**config.mk**
```make
export PLATFORM = sky130hd
export DESIGN_NAME = mem_stage_lsu_flat
export DESIGN_NICKNAME = d
export VERILOG_FILES = /design/src/rtl/mem_stage_lsu_pkg.sv /design/src/rtl/mem_stage_lsu_if.sv /design/src/rtl/mem_stage_lsu_load_formatter.sv /design/src/rtl/mem_stage_lsu.sv /design/src/flat_wrapper.sv
export SDC_FILE = /design/constraint.sdc
export NUM_CORES = 1
export LEC_CHECK = 0
export CORE_MARGIN = 2
export CORE_UTILIZATION = 40
export DETAILED_ROUTE_END_ITERATION = 8
export PLACE_DENSITY_LB_ADDON = 0.12
export SLEW_MARGIN = 20
export SYNTH_ARGS = -nofsm -noshare
export SYNTH_HDL_FRONTEND = slang
export SYNTH_HIERARCHICAL = 1
export SYNTH_SLANG_ARGS = --single-unit
```
**constraint.sdc**
```tcl
create_clock -name clk -period 2.5 [get_ports clk]
set_input_delay 0.25 -clock clk [delete_from_list [all_inputs] [get_ports clk]]
set_output_delay 0.25 -clock clk [all_outputs]
set_load 0.03 [all_outputs]
```
**src/rtl/mem_stage_lsu_pkg.sv**
```systemverilog
// rtl/mem_stage_lsu_pkg.sv - shared types, size codes and store formatting for the LSU
package lsu_pkg;

    typedef enum logic [1:0] {
        IDLE = 2'd0,
        REQ  = 2'd1,
        RSP  = 2'd2,
        DONE = 2'd3
    } lsu_state_t;

    localparam logic [1:0] SIZE_B = 2'b00;
    localparam logic [1:0] SIZE_H = 2'b01;
    localparam logic [1:0] SIZE_W = 2'b10;

    // True when the access size is illegal or the address is not naturally aligned.
    function automatic logic is_misaligned(input logic [1:0] size, input logic [1:0] offset);
        logic bad;
        case (size)
            SIZE_B:  bad = 1'b0;
            SIZE_H:  bad = offset[0];
            SIZE_W:  bad = (offset != 2'b00);
            default: bad = 1'b1;
        endcase
        return bad;
    endfunction

    // Returns {be, wdata}: store data replicated across lanes with the matching byte enables.
    function automatic logic [35:0] store_format(input logic [1:0] size, input logic [1:0] offset,
                                                 input logic [31:0] data);
        logic [3:0]  be;
        logic [31:0] wd;
        case (size)
            SIZE_B: begin
                wd = {4{data[7:0]}};
                be = 4'b0001 << offset;
            end
            SIZE_H: begin
                wd = {2{data[15:0]}};
                be = 4'b0011 << offset;
            end
            SIZE_W: begin
                wd = data;
                be = 4'b1111;
            end
            default: begin
                wd = data;
                be = 4'b0000;
            end
        endcase
        return {be, wd};
    endfunction

endpackage

```
**src/rtl/mem_stage_lsu_if.sv**
```systemverilog
// rtl/mem_stage_lsu_if.sv - data-memory request/response bus between LSU and memory
interface mem_stage_lsu_if #(
    parameter int ADDR_W = 32
);
    logic              req_valid;
    logic              req_ready;
    logic              we;
    logic [ADDR_W-1:0] addr;
    logic [31:0]       wdata;
    logic [3:0]        be;
    logic              rsp_valid;
    logic [31:0]       rsp_rdata;
    logic              rsp_err;

    modport master (
        output req_valid, we, addr, wdata, be,
        input  req_ready, rsp_valid, rsp_rdata, rsp_err
    );

    modport slave (
        input  req_valid, we, addr, wdata, be,
        output req_ready, rsp_valid, rsp_rdata, rsp_err
    );
endinterface

```
**src/rtl/mem_stage_lsu_load_formatter.sv**
```systemverilog
// rtl/mem_stage_lsu_load_formatter.sv - lane select and sign/zero extension of load data
module mem_load_formatter
    import lsu_pkg::*;
(
    input  logic [31:0] rdata,
    input  logic [1:0]  offset,
    input  logic [1:0]  size,
    input  logic        is_unsigned,
    output logic [31:0] result
);
    logic [31:0] shifted;

    // Shift the addressed lane down to bit 0, then extend according to size and signedness.
    always_comb begin
        shifted = rdata >> {offset, 3'b000};
        case (size)
            SIZE_B:  result = is_unsigned ? {24'h0, shifted[7:0]}
                                          : {{24{shifted[7]}}, shifted[7:0]};
            SIZE_H:  result = is_unsigned ? {16'h0, shifted[15:0]}
                                          : {{16{shifted[15]}}, shifted[15:0]};
            default: result = rdata;
        endcase
    end
endmodule

```
**src/rtl/mem_stage_lsu.sv**
```systemverilog
// rtl/mem_stage_lsu.sv - memory-stage load/store unit with pipeline stall control
module mem_stage_lsu
    import lsu_pkg::*;
#(
    parameter int ADDR_W = 32,
    parameter int DATA_W = 32
) (
    input  logic              clk,
    input  logic              reset_n,
    input  logic              op_valid,
    input  logic              op_load,
    input  logic              op_store,
    input  logic [1:0]        op_size,
    input  logic              op_unsigned,
    input  logic [ADDR_W-1:0] op_addr,
    input  logic [DATA_W-1:0] op_wdata,
    mem_stage_lsu_if.master   dmem,
    output logic              stall,
    output logic [DATA_W-1:0] load_data,
    output logic              done,
    output logic              misaligned,
    output logic              bus_err
);
    lsu_state_t state_q, state_d;

    logic              access;
    logic              op_bad;
    logic              stall_c;
    logic              req_valid_c;
    logic              done_c;
    logic              latch_c;
    logic              capture_c;

    logic [ADDR_W-3:0] addr_word_q;
    logic [1:0]        offset_q;
    logic [1:0]        size_q;
    logic              unsigned_q;
    logic              we_q;
    logic [31:0]       wdata_q;
    logic [3:0]        be_q;
    logic [31:0]       load_data_q;
    logic              bus_err_q;
    logic [31:0]       fmt_result;

    assign access = op_valid & (op_load | op_store);
    assign op_bad = is_misaligned(op_size, op_addr[1:0]);

    // The op inputs only matter in IDLE; in DONE the same instruction is still present.
    assign misaligned = access & op_bad & (state_q == IDLE);

    // State register; asynchronous reset aborts any access in flight.
    always_ff @(posedge clk or negedge reset_n) begin
        if (!reset_n) state_q <= IDLE;
        else          state_q <= state_d;
    end

    // Next-state and control decode.
    always_comb begin
        state_d     = state_q;
        stall_c     = 1'b0;
        req_valid_c = 1'b0;
        done_c      = 1'b0;
        latch_c     = 1'b0;
        capture_c   = 1'b0;
        case (state_q)
            IDLE: begin
                if (access && !op_bad) begin
                    stall_c = 1'b1;
                    latch_c = 1'b1;
                    state_d = REQ;
                end
            end
            REQ: begin
                stall_c     = 1'b1;
                req_valid_c = 1'b1;
                if (dmem.req_ready) state_d = RSP;
            end
            RSP: begin
                stall_c = 1'b1;
                if (dmem.rsp_valid) begin
                    capture_c = 1'b1;
                    state_d   = DONE;
                end
            end
            DONE: begin
                done_c  = 1'b1;
                state_d = IDLE;
            end
            default: state_d = IDLE;
        endcase
    end

    // The IDLE detect path is combinational on the op inputs, so mask it while reset is held.
    assign stall          = stall_c & reset_n;
    assign done           = done_c;
    assign dmem.req_valid = req_valid_c;

    // Capture the request when the access is accepted in IDLE; fields stay frozen until reuse.
    always_ff @(posedge clk or negedge reset_n) begin
        if (!reset_n) begin
            addr_word_q <= '0;
            offset_q    <= 2'b00;
            size_q      <= 2'b00;
            unsigned_q  <= 1'b0;
            we_q        <= 1'b0;
            wdata_q     <= 32'h0;
            be_q        <= 4'h0;
        end else if (latch_c) begin
            addr_word_q <= op_addr[ADDR_W-1:2];
            offset_q    <= op_addr[1:0];
            size_q      <= op_size;
            unsigned_q  <= op_unsigned;
            we_q        <= op_store;
            {be_q, wdata_q} <= store_format(op_size, op_addr[1:0], op_wdata);
            if (!op_store) be_q <= 4'h0;
        end
    end

    assign dmem.addr  = {addr_word_q, 2'b00};
    assign dmem.we    = we_q;
    assign dmem.wdata = wdata_q;
    assign dmem.be    = be_q;

    mem_load_formatter u_fmt (
        .rdata       (dmem.rsp_rdata),
        .offset      (offset_q),
        .size        (size_q),
        .is_unsigned (unsigned_q),
        .result      (fmt_result)
    );

    // Register the completion result; stores leave the previous load value untouched.
    always_ff @(posedge clk or negedge reset_n) begin
        if (!reset_n) begin
            load_data_q <= 32'h0;
            bus_err_q   <= 1'b0;
        end else if (capture_c) begin
            bus_err_q <= dmem.rsp_err;
            if (!we_q) load_data_q <= fmt_result;
        end
    end

    assign load_data = load_data_q;
    assign bus_err   = bus_err_q;
endmodule

```
**src/flat_wrapper.sv**
```systemverilog
// flat-port wrapper written by rule: the top's interface ports become plain ports
module mem_stage_lsu_flat import lsu_pkg::*;
#(
    parameter int ADDR_W = 32,
    parameter int DATA_W = 32
)
  (clk, reset_n, op_valid, op_load, op_store, op_size, op_unsigned, op_addr, op_wdata, stall, load_data, done, misaligned, bus_err, dmem_req_valid, dmem_we, dmem_addr, dmem_wdata, dmem_be, dmem_req_ready, dmem_rsp_valid, dmem_rsp_rdata, dmem_rsp_err);
  mem_stage_lsu_if #(.ADDR_W(ADDR_W)) dmem_i ();
  input  logic clk;
  input  logic reset_n;
  input  logic op_valid;
  input  logic op_load;
  input  logic op_store;
  input  logic [1:0] op_size;
  input  logic op_unsigned;
  input  logic [ADDR_W-1:0] op_addr;
  input  logic [DATA_W-1:0] op_wdata;
  output logic stall;
  output logic [DATA_W-1:0] load_data;
  output logic done;
  output logic misaligned;
  output logic bus_err;
  output wire logic [$bits(dmem_i.req_valid)-1:0] dmem_req_valid;
  output wire logic [$bits(dmem_i.we)-1:0] dmem_we;
  output wire logic [$bits(dmem_i.addr)-1:0] dmem_addr;
  output wire logic [$bits(dmem_i.wdata)-1:0] dmem_wdata;
  output wire logic [$bits(dmem_i.be)-1:0] dmem_be;
  input wire logic [$bits(dmem_i.req_ready)-1:0] dmem_req_ready;
  input wire logic [$bits(dmem_i.rsp_valid)-1:0] dmem_rsp_valid;
  input wire logic [$bits(dmem_i.rsp_rdata)-1:0] dmem_rsp_rdata;
  input wire logic [$bits(dmem_i.rsp_err)-1:0] dmem_rsp_err;
  assign dmem_req_valid = dmem_i.req_valid;
  assign dmem_we = dmem_i.we;
  assign dmem_addr = dmem_i.addr;
  assign dmem_wdata = dmem_i.wdata;
  assign dmem_be = dmem_i.be;
  assign dmem_i.req_ready = dmem_req_ready;
  assign dmem_i.rsp_valid = dmem_rsp_valid;
  assign dmem_i.rsp_rdata = dmem_rsp_rdata;
  assign dmem_i.rsp_err = dmem_rsp_err;
  mem_stage_lsu #(.ADDR_W(ADDR_W), .DATA_W(DATA_W)) u_core (.clk(clk), .reset_n(reset_n), .op_valid(op_valid), .op_load(op_load), .op_store(op_store), .op_size(op_size), .op_unsigned(op_unsigned), .op_addr(op_addr), .op_wdata(op_wdata), .dmem(dmem_i), .stall(stall), .load_data(load_data), .done(done), .misaligned(misaligned), .bus_err(bus_err));
endmodule
```
=== Yosys cells after proc, flatten, opt, wreduce, memory -nomap -nowiden ===
Index checks and enable logic that the tools add are counted.

* Bits in registers: 107
* Latch bits: 0
* Memory bits (writable): 0
* ROM bits: 0
* Input port bits: 107
* Output and inout port bits: 106
* Memories: 0

* Add/subtract/negate cells: 0
* Multipliers: 0
* Divide/modulo/power cells: 0
* Magnitude comparators: 0
* Eq/ne operators: 9
* Shift operators: 3
* Muxes and demuxes: 18
* Bitwise logic cells: 6
* Reductions and logical operators: 9

{| class="wikitable"
|+ Operator list
! cell !! number
|-
| case mux 32 bit (2 select lines) || 2
|-
| two-way mux 32 bit || 2
|-
| >> shifter 32 x 5 -> 16 bit || 1
|-
| case mux 4 bit (3 select lines) || 1
|-
| case mux 2 bit (4 select lines) || 1
|-
| == test 2 x 1 -> 1 bit, second input constant || 3
|-
| == test 2 bit, second input constant || 3
|-
| logical NOT 2 bit || 3
|-
| two-way mux 1 bit || 6
|-
| two-way mux 2 bit || 3
|-
| inequality test 2 bit, second input constant || 3
|-
| bitwise AND 1 bit || 4
|-
| two-way mux 4 bit || 1
|-
| << shifter 1 x 2 -> 4 bit, first input constant || 1
|-
| << shifter 2 x 2 -> 4 bit, first input constant || 1
|-
| case mux 1 bit (3 select lines) || 1
|-
| AND reduction 3 bit || 1
|-
| case mux 1 bit (2 select lines) || 1
|-
| AND reduction 2 bit || 1
|-
| nonzero test 2 bit || 1
|-
| OR reduction 2 bit || 1
|-
| logical AND 1 bit || 1
|-
| logical NOT 1 bit || 1
|-
| inverter 1 bit || 1
|-
| OR 1 bit || 1
|}

=== Longest topological paths before layout ===
Gate-level depths: netlist of run 1.

* Depth after elaboration: 7
* Gate-level depth with buffers: 8
* Depth with buffers taken out: 6

=== Modules after synthesis ===
Netlist of run 1, hierarchy kept.

{| class="wikitable"
|+ By module, submodules not included
! module !! times used !! cells each !! area each (um2)
|-
| mem_stage_lsu || 1 || 339 || 4494.3
|-
| mem_load_formatter || 1 || 113 || 740.7
|}

=== Least setup slack after synthesis of run 1 ===
Ideal clock, no wire load.

* Path type: register -> output
* Start: register u_core.state_q[0]
* End: output stall
* Data arrival time: 1.923 ns
* Required time: 2.250 ns
* Setup slack: 0.327 ns
* Cell stages (with the launch flop): 8
* Cells stage by stage: dfrtp_1 -> inv_1 -> ha_1 -> o211ai_1 -> o21bai_1 -> buf_2 -> nor2b_1 -> nor3b_1

* Cells in the longest elaborated chain, start to end: 4

{| class="wikitable"
|+ RTL lines
! item !! RTL line !! RTL
|-
| start, declared || mem_stage_lsu.sv:24 || <nowiki>lsu_state_t state_q, state_d;</nowiki>
|-
| start signal, assigned || mem_stage_lsu.sv:54 || <nowiki>else state_q <= state_d;</nowiki>
|-
| == test 2 x 1 -> 1 bit / == test 2 bit (equally long branches) || mem_stage_lsu.sv:65 || <nowiki>case (state_q)</nowiki>
|-
| OR reduction 2 bit (no line) || - ||
|-
| case mux 1 bit (2 select lines) (*) || mem_stage_lsu.sv:65 ||
|-
| bitwise AND 1 bit (*) || mem_stage_lsu.sv:94 || <nowiki>assign stall = stall_c & reset_n;</nowiki>
|-
| end, declared || flat_wrapper.sv:18 || <nowiki>output logic stall;</nowiki>
|}

Mark *: on every way between the ends. The rest lies on a longest branch, timed or not.

=== Worst setup path after layout of run 1 ===
* Start: register u_core.size_q[1]
* End: register u_core.load_data_q[17] (netlist: u_core/load_data[17])

* Cells in the longest elaborated chain, start to end: 2

{| class="wikitable"
|+ RTL lines
! item !! RTL line !! RTL
|-
| start, declared || mem_stage_lsu.sv:36 || <nowiki>logic [1:0] size_q;</nowiki>
|-
| start signal, assigned || mem_stage_lsu.sv:111 || <nowiki>size_q <= op_size;</nowiki>
|-
| == test 2 x 1 -> 1 bit / logical NOT 2 bit (equally long branches) || mem_stage_lsu_load_formatter.sv:16 || <nowiki>case (size)</nowiki>
|-
| case mux 32 bit (2 select lines) (*) || mem_stage_lsu_load_formatter.sv:16 ||
|-
| net u_core.fmt_result[17] || mem_stage_lsu.sv:43 || <nowiki>logic [31:0] fmt_result;</nowiki>
|-
| end signal, assigned || mem_stage_lsu.sv:139 || <nowiki>if (!we_q) load_data_q <= fmt_result;</nowiki>
|-
| end, declared || mem_stage_lsu.sv:41 || <nowiki>logic [31:0] load_data_q;</nowiki>
|}

The timed path passes the listed nets; every way through them passes the cells marked *.
A chain may end at the register's enable or synchronous reset.

==> results summary, run 1 <==
Summing all multi-input logic gate instances after layout gives 2350 um2. Clock latency on the worst-skew pair, taken at its later pin, is 0.35 ns. The number of enable flip-flop cells after synthesis came out at 0. The xor and xnor fraction of the mapped netlist area is 0%. The count of warnings emitted by yosys came out at 6.

The sequential-to-total area share from yosys stat came out at around half. STA classifies the critical path startpoint as a flop. The I/O pin count came out at 213. The placed instance count came out at 812.

The final-report hold violation count came to 0. The largest family of logic cells by synthesized area is multiplexers. Setup repair after global routing left no endpoint under its margin.

In the final layout, the share of cells above drive strength 1 is 17.2%. The pin count of the biggest net entering global routing is 86. In this run, CTS created clock tree buffers numbering 9. In the final timing run, aggregate negative setup slack is 0 ns. The headroom to the max-slew limit is 46.9%. STA classifies the critical path endpoint as a flop. The number of iterations in the first detailed-routing pass is 4.

The total power density per cell area came out at 1330 nW/um2. The total standard cell area after synthesis is 5240 um2. The period utilization is 88.3%. The combined flip-flop and latch cell area is 2680 um2. The detailed-route wire length came out at 14200 um.

The non-filler instance count after layout came out at 829. Counting distinct cell types in the post-synthesis netlist gives 40. The adder-cell share of the synthesized area is 1.20%. The first global-routing pass estimated 23100 um of wire. In the layout the commonest cells are 207 x clkdlybuf4s50_1, 107 x dfrtp_1, 76 x mux2_2.

The number of synthesized register bits came out at approximately 110. On the final layout, the worst clock skew is between 0.007 and 0.008 ns. The clock edge transition at the registers on the reported setup and hold paths came out at 0.07 ns. The row count is just over 40. The die covers approximately 14000 um2. The deepest clock path buffer count came out at 2. In this run the vertical extent of the chip is between 100 and 150 um.

The number of H-tree levels came out at 3. The area growth from synthesis to layout is 48.6%. Once layout is done, the placed cells without fillers occupy 7780 um2. The count of max-cap constraint violations is 0. Clock tree synthesis selected as its root buffer the cell clkbuf_16. Timing would allow up to about 450 MHz. The clock tree from TritonCTS is done. The library cell used most frequently in the layout, excluding fill and tap cells, is clkdlybuf4s50_1. In this run the worst hold path is classified as in -> async. The effective utilization at floorplan is 41.1%. The last weighted congestion value of the routability-driven placer came out at 0.790.

The worst endpoint data arrival time came out at 2.44 ns. The floorplan step defined a core boundary enclosing 12700 um2. The maximum vdd drop is between 600 and 700 uV. STA puts the critical path data required time at between 2 and 3 ns. The gate count after technology mapping is 452. Of the total synthesized cell area, the portion taken by AND, OR, NAND and NOR gates is 7.65%. The static leakage is between 3 and 4 nW. The number of global-route vias before repair came out at between 4k and 5k. Counting I/O delays and the setup requirement, the final critical path takes between 2 and 2.5 ns.

The post-layout net count came out at 764. The initial DRC count came out at 160. The run finished with clean final reports. The placed wire-length estimate came out at 10400 um.

The vias after detailed routing is 4206. The global routing usage summed across all routing layers came out at 20.7%. Setup violations remaining at the end of the flow were counted as 0. The post-CTS setup-driven buffer insertion count is 0.

The CTS sink count is approximately 110. The share of synthesized flip-flops with an asynchronous set or reset came out at 100%. For this run the aggregate overflow at the end of global routing stands at 0. In the routed design, unresolved DRC markers number 0. The number of pins with negative max-slew slack in the final report is 0. The floorplan step set the die width to 118 um. The post-synthesis area per instance came out at 11.6 um2. Summing all placed instances gives a cell area of 7470 um2. The biggest fanout along the worst timing path is 19. The count of inserted antenna diode cells is 0.

The pin slew with the least headroom to its limit is 0.797 ns. The fraction of the mapped netlist area in compound gates came out at 12.0%. The average wire per cell in the routed design is 17.2 um. The number of inserted filler cells in the final layout is between 1k and 1.5k. For this run, the leading register cell type out of synthesis is dfrtp_1.

The number of buffer cells added on primary ports came out at 210. By startpoint and endpoint, the worst setup path is classified as reg -> reg. The multiplexer share of the synthesized area is a little under a quarter. The average vias per placed instance is about 5.1. The initial antenna violation count came out at 0. The count of nets left with antenna violations once routing finished came out at 0.
-- layout make-up --
type / count / share of cell area, %
flip-flops and latches: 107 / 34.4
clock inverters: 4 / 0.627
multi-input cells: 303 / 30.2
clock buffers: 12 / 3.17
inverters: 8 / 0.386
well taps: 172 / 2.77
repair buffers: 223 / 28.4
-- final timing paths --
kind	depth (start not counted)	start	end	slack, ns
min in group clk	2	u_core/dmem.be[3]$_DFFE_PN0P_	u_core/dmem.be[3]$_DFFE_PN0P_	0.48
hold reg to reg	2	u_core/dmem.be[3]$_DFFE_PN0P_	u_core/dmem.be[3]$_DFFE_PN0P_	0.48
max in group asynchronous	3	reset_n	u_core/load_data[1]$_DFFE_PN0P_	1.21
hold / removal	2	reset_n	u_core/dmem.wdata[22]$_DFFE_PN0P_	0.38
setup / recovery	4	u_core/size_q[1]$_DFFE_PN0P_	u_core/load_data[17]$_DFFE_PN0P_	0.29
setup reg to reg	4	u_core/size_q[1]$_DFFE_PN0P_	u_core/load_data[17]$_DFFE_PN0P_	0.29
-- per-stage QoR --
stage / setup WS (ns) / hold WS, ns / total power (W) / utilization, %
finish: 0.292 / 0.379 / 0.0103 / 61.1
global route: 0.101 / 0.394 / 0.0110 / 61.1
CTS: 0.309 / 0.382 / 0.0104 / 61.1
detailed placement: 0.205 / 0.215 / 0.00896 / 58.7
global placement: 0.252 / 0.207 / 0.00883 / 58.7
floorplan: 0.327 / -0.0456 / 0.00657 / -
-- cells in the mapped netlist (all sizes together) (2+ instances only) --
library cell | instances | area, um2
o21ai | 48 | 240
a21oi | 10 | 53.8
o2bb2ai | 6 | 52.6
nor2 | 13 | 51.3
nor3 | 2 | 21.3
a2bb2oi | 2 | 17.5
o21bai | 2 | 15.0
buf | 19 | 130
o211ai | 2 | 15.0
o211a | 7 | 70.1
nand2 | 59 | 221
a22o | 6 | 52.6
dfrtp | 107 | 2680
inv | 7 | 26.3
mux2 | 79 | 890
mux2i | 33 | 330
o31ai | 7 | 52.6
ha | 5 | 62.6
nand3b | 7 | 52.6
nor2b | 4 | 25.0
clkbuf | 16 | 60.1
-- logic make-up after synthesis --
group / count (synthesis)
multiplexers: 113
flip-flops: 107
AO/OA/AOI/OAI: 94
AND/OR/NAND/NOR: 89
buffers and inverters: 43
adder cells (fa/ha/maj): 5
other: 1
-- layer usage --
metal  routed length (um)  GRT usage, %  vias to the layer above
li1                     -             -                     1993
met1                 5880          24.9                     2040
met2                 6780          34.3                      157
met3                 1350          7.82                       16
met4                  230          6.85                        0
met5                    0             0                        -
-- where the power goes --
part	internal (W)	total [W]	leakage (nW)	switching, W
sequential	0.00258	0.00309	1.32	0.000513
combinational	0.00263	0.00583	1.93	0.00320
clock	0.000806	0.00143	0.147	0.000621
total	0.00601	0.0103	3.39	0.00433
-- flip-flops by register name, indices dropped and copies added (netlist names) --
register,flops
u_core/addr_word_q,30
u_core/bus_err,1
u_core/dmem.be,4
u_core/dmem.wdata,32
u_core/dmem.we,1
u_core/load_data,32
u_core/offset_q,2
u_core/size_q,2
u_core/state_q,2
u_core/unsigned_q,1
-- critical path: stages (launching register included) --
cell	delay, ns
dfrtp_1	0.70
clkinv_1	0.44
nand2_1	0.50
o21ai_0	0.18
mux2_2	0.28
-- timing repair --
action | in CTS | in global routing
resized for setup | 0 | 0
hold buffers | 1 | 0
hold endpoints to repair | 23 | 0
Power figures use the tool's default switching activity.
==> run 2: changes to the inputs <==
--- a/config.mk
+++ b/config.mk
@@ -6,7 +6,7 @@
 export NUM_CORES = 1
 export LEC_CHECK = 0
 export CORE_MARGIN = 2
-export CORE_UTILIZATION = 40
+export CORE_UTILIZATION = 35
 export DETAILED_ROUTE_END_ITERATION = 8
 export PLACE_DENSITY_LB_ADDON = 0.12
 export SLEW_MARGIN = 20
==> constraint.sdc (replaced) <==
create_clock -name clk -period 2.5 [get_ports clk]
set_input_delay 0.25 -clock clk [delete_from_list [all_inputs] [get_ports clk]]
set_output_delay 0.25 -clock clk [all_outputs]
set_load 0.01 [all_outputs]
==> results summary, run 2 (synthesized netlist as in run 1, its figures left out) <==
The run finished with clean final reports. The global routing usage summed across all routing layers is 18.0% (-2.7 points). Setup repair after global routing left no endpoint under its margin. The non-filler instance count after layout is 843 (+1.7%). The worst endpoint data arrival time is 1.99 ns (-0.45 ns).

The row count is 44 (+7.3%). The number of pins with negative max-slew slack in the final report came out at 0 (unchanged). The biggest fanout along the worst timing path is 4 (-15). The total CTS buffers came out at 9 (unchanged). The post-detailed-route DRC marker count came out at 0 (unchanged). The detailed-route wire length is 14200 um (-0.63%). The initial antenna violation count came to 0 (unchanged). The most common cell after layout, fill and taps aside is clkdlybuf4s50_1. The post-layout net count came out at 766 (+0.26%). In the layout the commonest cells are 208 x clkdlybuf4s50_1, 107 x dfrtp_1, 76 x mux2_2. CTS placed an instance of clkbuf_16 at the clock tree root. The pin slew with the least headroom to its limit came to 0.738 ns (-0.0587 ns). STA classifies the critical path endpoint as an output port. Compared with the post-synthesis result, the final layout area differs by 49.0%.

The width of the die came out at 126 um (+6.7%). The deepest clock path buffer count was 2 (unchanged). The die outline area came out at 16000 um2 (+14%). The signal on the critical path passes through inv_1 -> ha_1 -> o211ai_1 -> o21bai_4 -> nor2b_1 -> nor3b_1 -> dlygate4sd2_1. The pin count of the biggest net entering global routing was 101 (+17%). The average wire per cell in the routed design is 16.8 um (-2.3%).

The count of inserted antenna diode cells came to 0 (unchanged). The global-route wire length before repair is 22700 um (-2.1%). The count of max-cap constraint violations is 0 (unchanged). The ratio of cells with drive above 1 in the final layout came out at 17.1% (-0.052 points). The required time at the endpoint of the critical path was 2.25 ns (-0.48 ns). The clock edge transition at the registers on the reported setup and hold paths is 0.07 ns (about the same). The post-CTS setup-driven buffer insertion count is 0 (unchanged). The count of nets left with antenna violations after detail routing came out at 0 (unchanged). The source-to-sink clock delay at the later pin of the worst-skew pair is 0.34 ns (about the same). The total power density per cell area came to 1150 nW/um2 (-14%). The clock tree from TritonCTS is done. The chip height is 126 um (+6.7%). The initial DRC count is 165 (+3.1%).

The setup TNS after final layout was 0 ns (unchanged). The static leakage came out at 3.39 nW (about the same). The final-report hold violation count was 0 (unchanged). The placed wire-length estimate came to 10400 um (+0.31%). The number of buffer cells added on primary ports is 210 (unchanged). The effective utilization at floorplan is 35.9% (-5.3 points). The slowest stage of the critical path is the dfrtp_1 cell. The average vias per placed instance was 4.97 (-2.0%). The peak clock frequency supported by timing was 447 MHz (-1.3%). STA classifies the critical path startpoint as a flop. The min-delay analysis places its worst path in the category in -> async. The aggregate global routing overflow was 0 (unchanged). The I/O pin count came out at 213 (unchanged). The vias after detailed routing is 4193 (-0.31%).

The period utilization came out at 89.5% (+1.2 points). The largest clock skew in the final design came out at 0.00393 ns (-0.00368 ns). The last weighted congestion value of the routability-driven placer is 0.827 (+4.7%).

The number of H-tree levels came to 3 (unchanged). The placed instance count is 826 (+1.7%). The number of iterations in the first detailed-routing pass is 4 (unchanged). The biggest cell delay along the critical path was 0.41 ns (-0.29 ns). The final setup violation count is 0 (unchanged). The core area is 14600 um2 (+15%).

The maximum vdd drop came out at 461 uV (-34%). The headroom to the max-slew limit came out at 50.8% (+3.9 points). The critical path is of the reg -> out type. Broken down by cell family, the worst path's largest delay share belongs to buffers and inverters. The minimum clock period came out at 2.24 ns (+0.0290 ns). The buffer and inverter count on the worst path is 2 (+1).

The number of global-route vias before repair came out at 4472 (+1.4%). The CTS sink count is 107 (unchanged).
[run 2: layer usage]
layer | GRT usage (%) | part of all wire [%]
met1 | 21.6 | 42
met2 | 29.5 | 46
met3 | 6.79 | 9.4
met4 | 6.98 | 2.4
met5 | 0 | 0
[run 2: path summary, 6_finish.rpt]
path / start / to / slack [ns] / depth (start not counted)
worst max-delay path: u_core/state_q[0]$_DFFE_PN0P_ / stall / 0.26 / 7
worst min-delay path: reset_n / u_core/addr_word_q[24]$_DFFE_PN0P_ / 0.37 / 2
worst max register to register: u_core/offset_q[1]$_DFFE_PN0P_ / u_core/load_data[31]$_DFFE_PN0P_ / 0.43 / 6
worst min register to register: u_core/dmem.wdata[26]$_DFFE_PN0P_ / u_core/dmem.wdata[26]$_DFFE_PN0P_ / 0.49 / 2
max in group asynchronous: reset_n / u_core/load_data[11]$_DFFE_PN0P_ / 1.17 / 3
min in group clk: u_core/dmem.wdata[26]$_DFFE_PN0P_ / u_core/dmem.wdata[26]$_DFFE_PN0P_ / 0.49 / 2
[run 2: timing repair]
item,CTS,global route
hold buffers,1,0
hold endpoints to repair,20,0
gates resized for setup,1,0
setup endpoints to repair,1,0
[run 2: where the power goes]
part	internal (W)	switching (W)	total (W)
sequential	0.00258	0.000473	0.00305
clock	0.000703	0.000623	0.00133
combinational	0.00265	0.00194	0.00459
total	0.00592	0.00304	0.00896
[run 2: final cells by class]
| cell class | instances | area [um2] |
|---|---|---|
| fill | 1292 | 6790 |
| sequential | 107 | 2680 |
| multi-input combinational | 303 | 2350 |
| timing repair buffer | 225 | 2240 |
| clock buffer | 12 | 246 |
| tap | 184 | 230 |
| inverter | 8 | 30.0 |
| clock inverter | 4 | 26.3 |
[run 2: worst reg2reg max path, delay by kind of cell (launching register included)]
family	cells	cell delay, ns
mux	2	0.68
compound gates	2	0.47
buf+inv	2	0.43
flops	1	0.37
[run 2: through the flow]
stage          worst slack [ns]  utilization, %  instance area [um2]  hold WS, ns  total power, W
2_1_floorplan             0.489               -                 5240      -0.0456         0.00533
3_3_place_gp              0.181            51.5                 7520        0.198         0.00763
3_5_place_dp              0.140            51.5                 7520        0.197         0.00773
4_1_cts                   0.224            53.5                 7800        0.370         0.00910
5_1_grt                  0.0996            53.5                 7800        0.392         0.00962
6_report                  0.263            53.5                 7800        0.371         0.00896
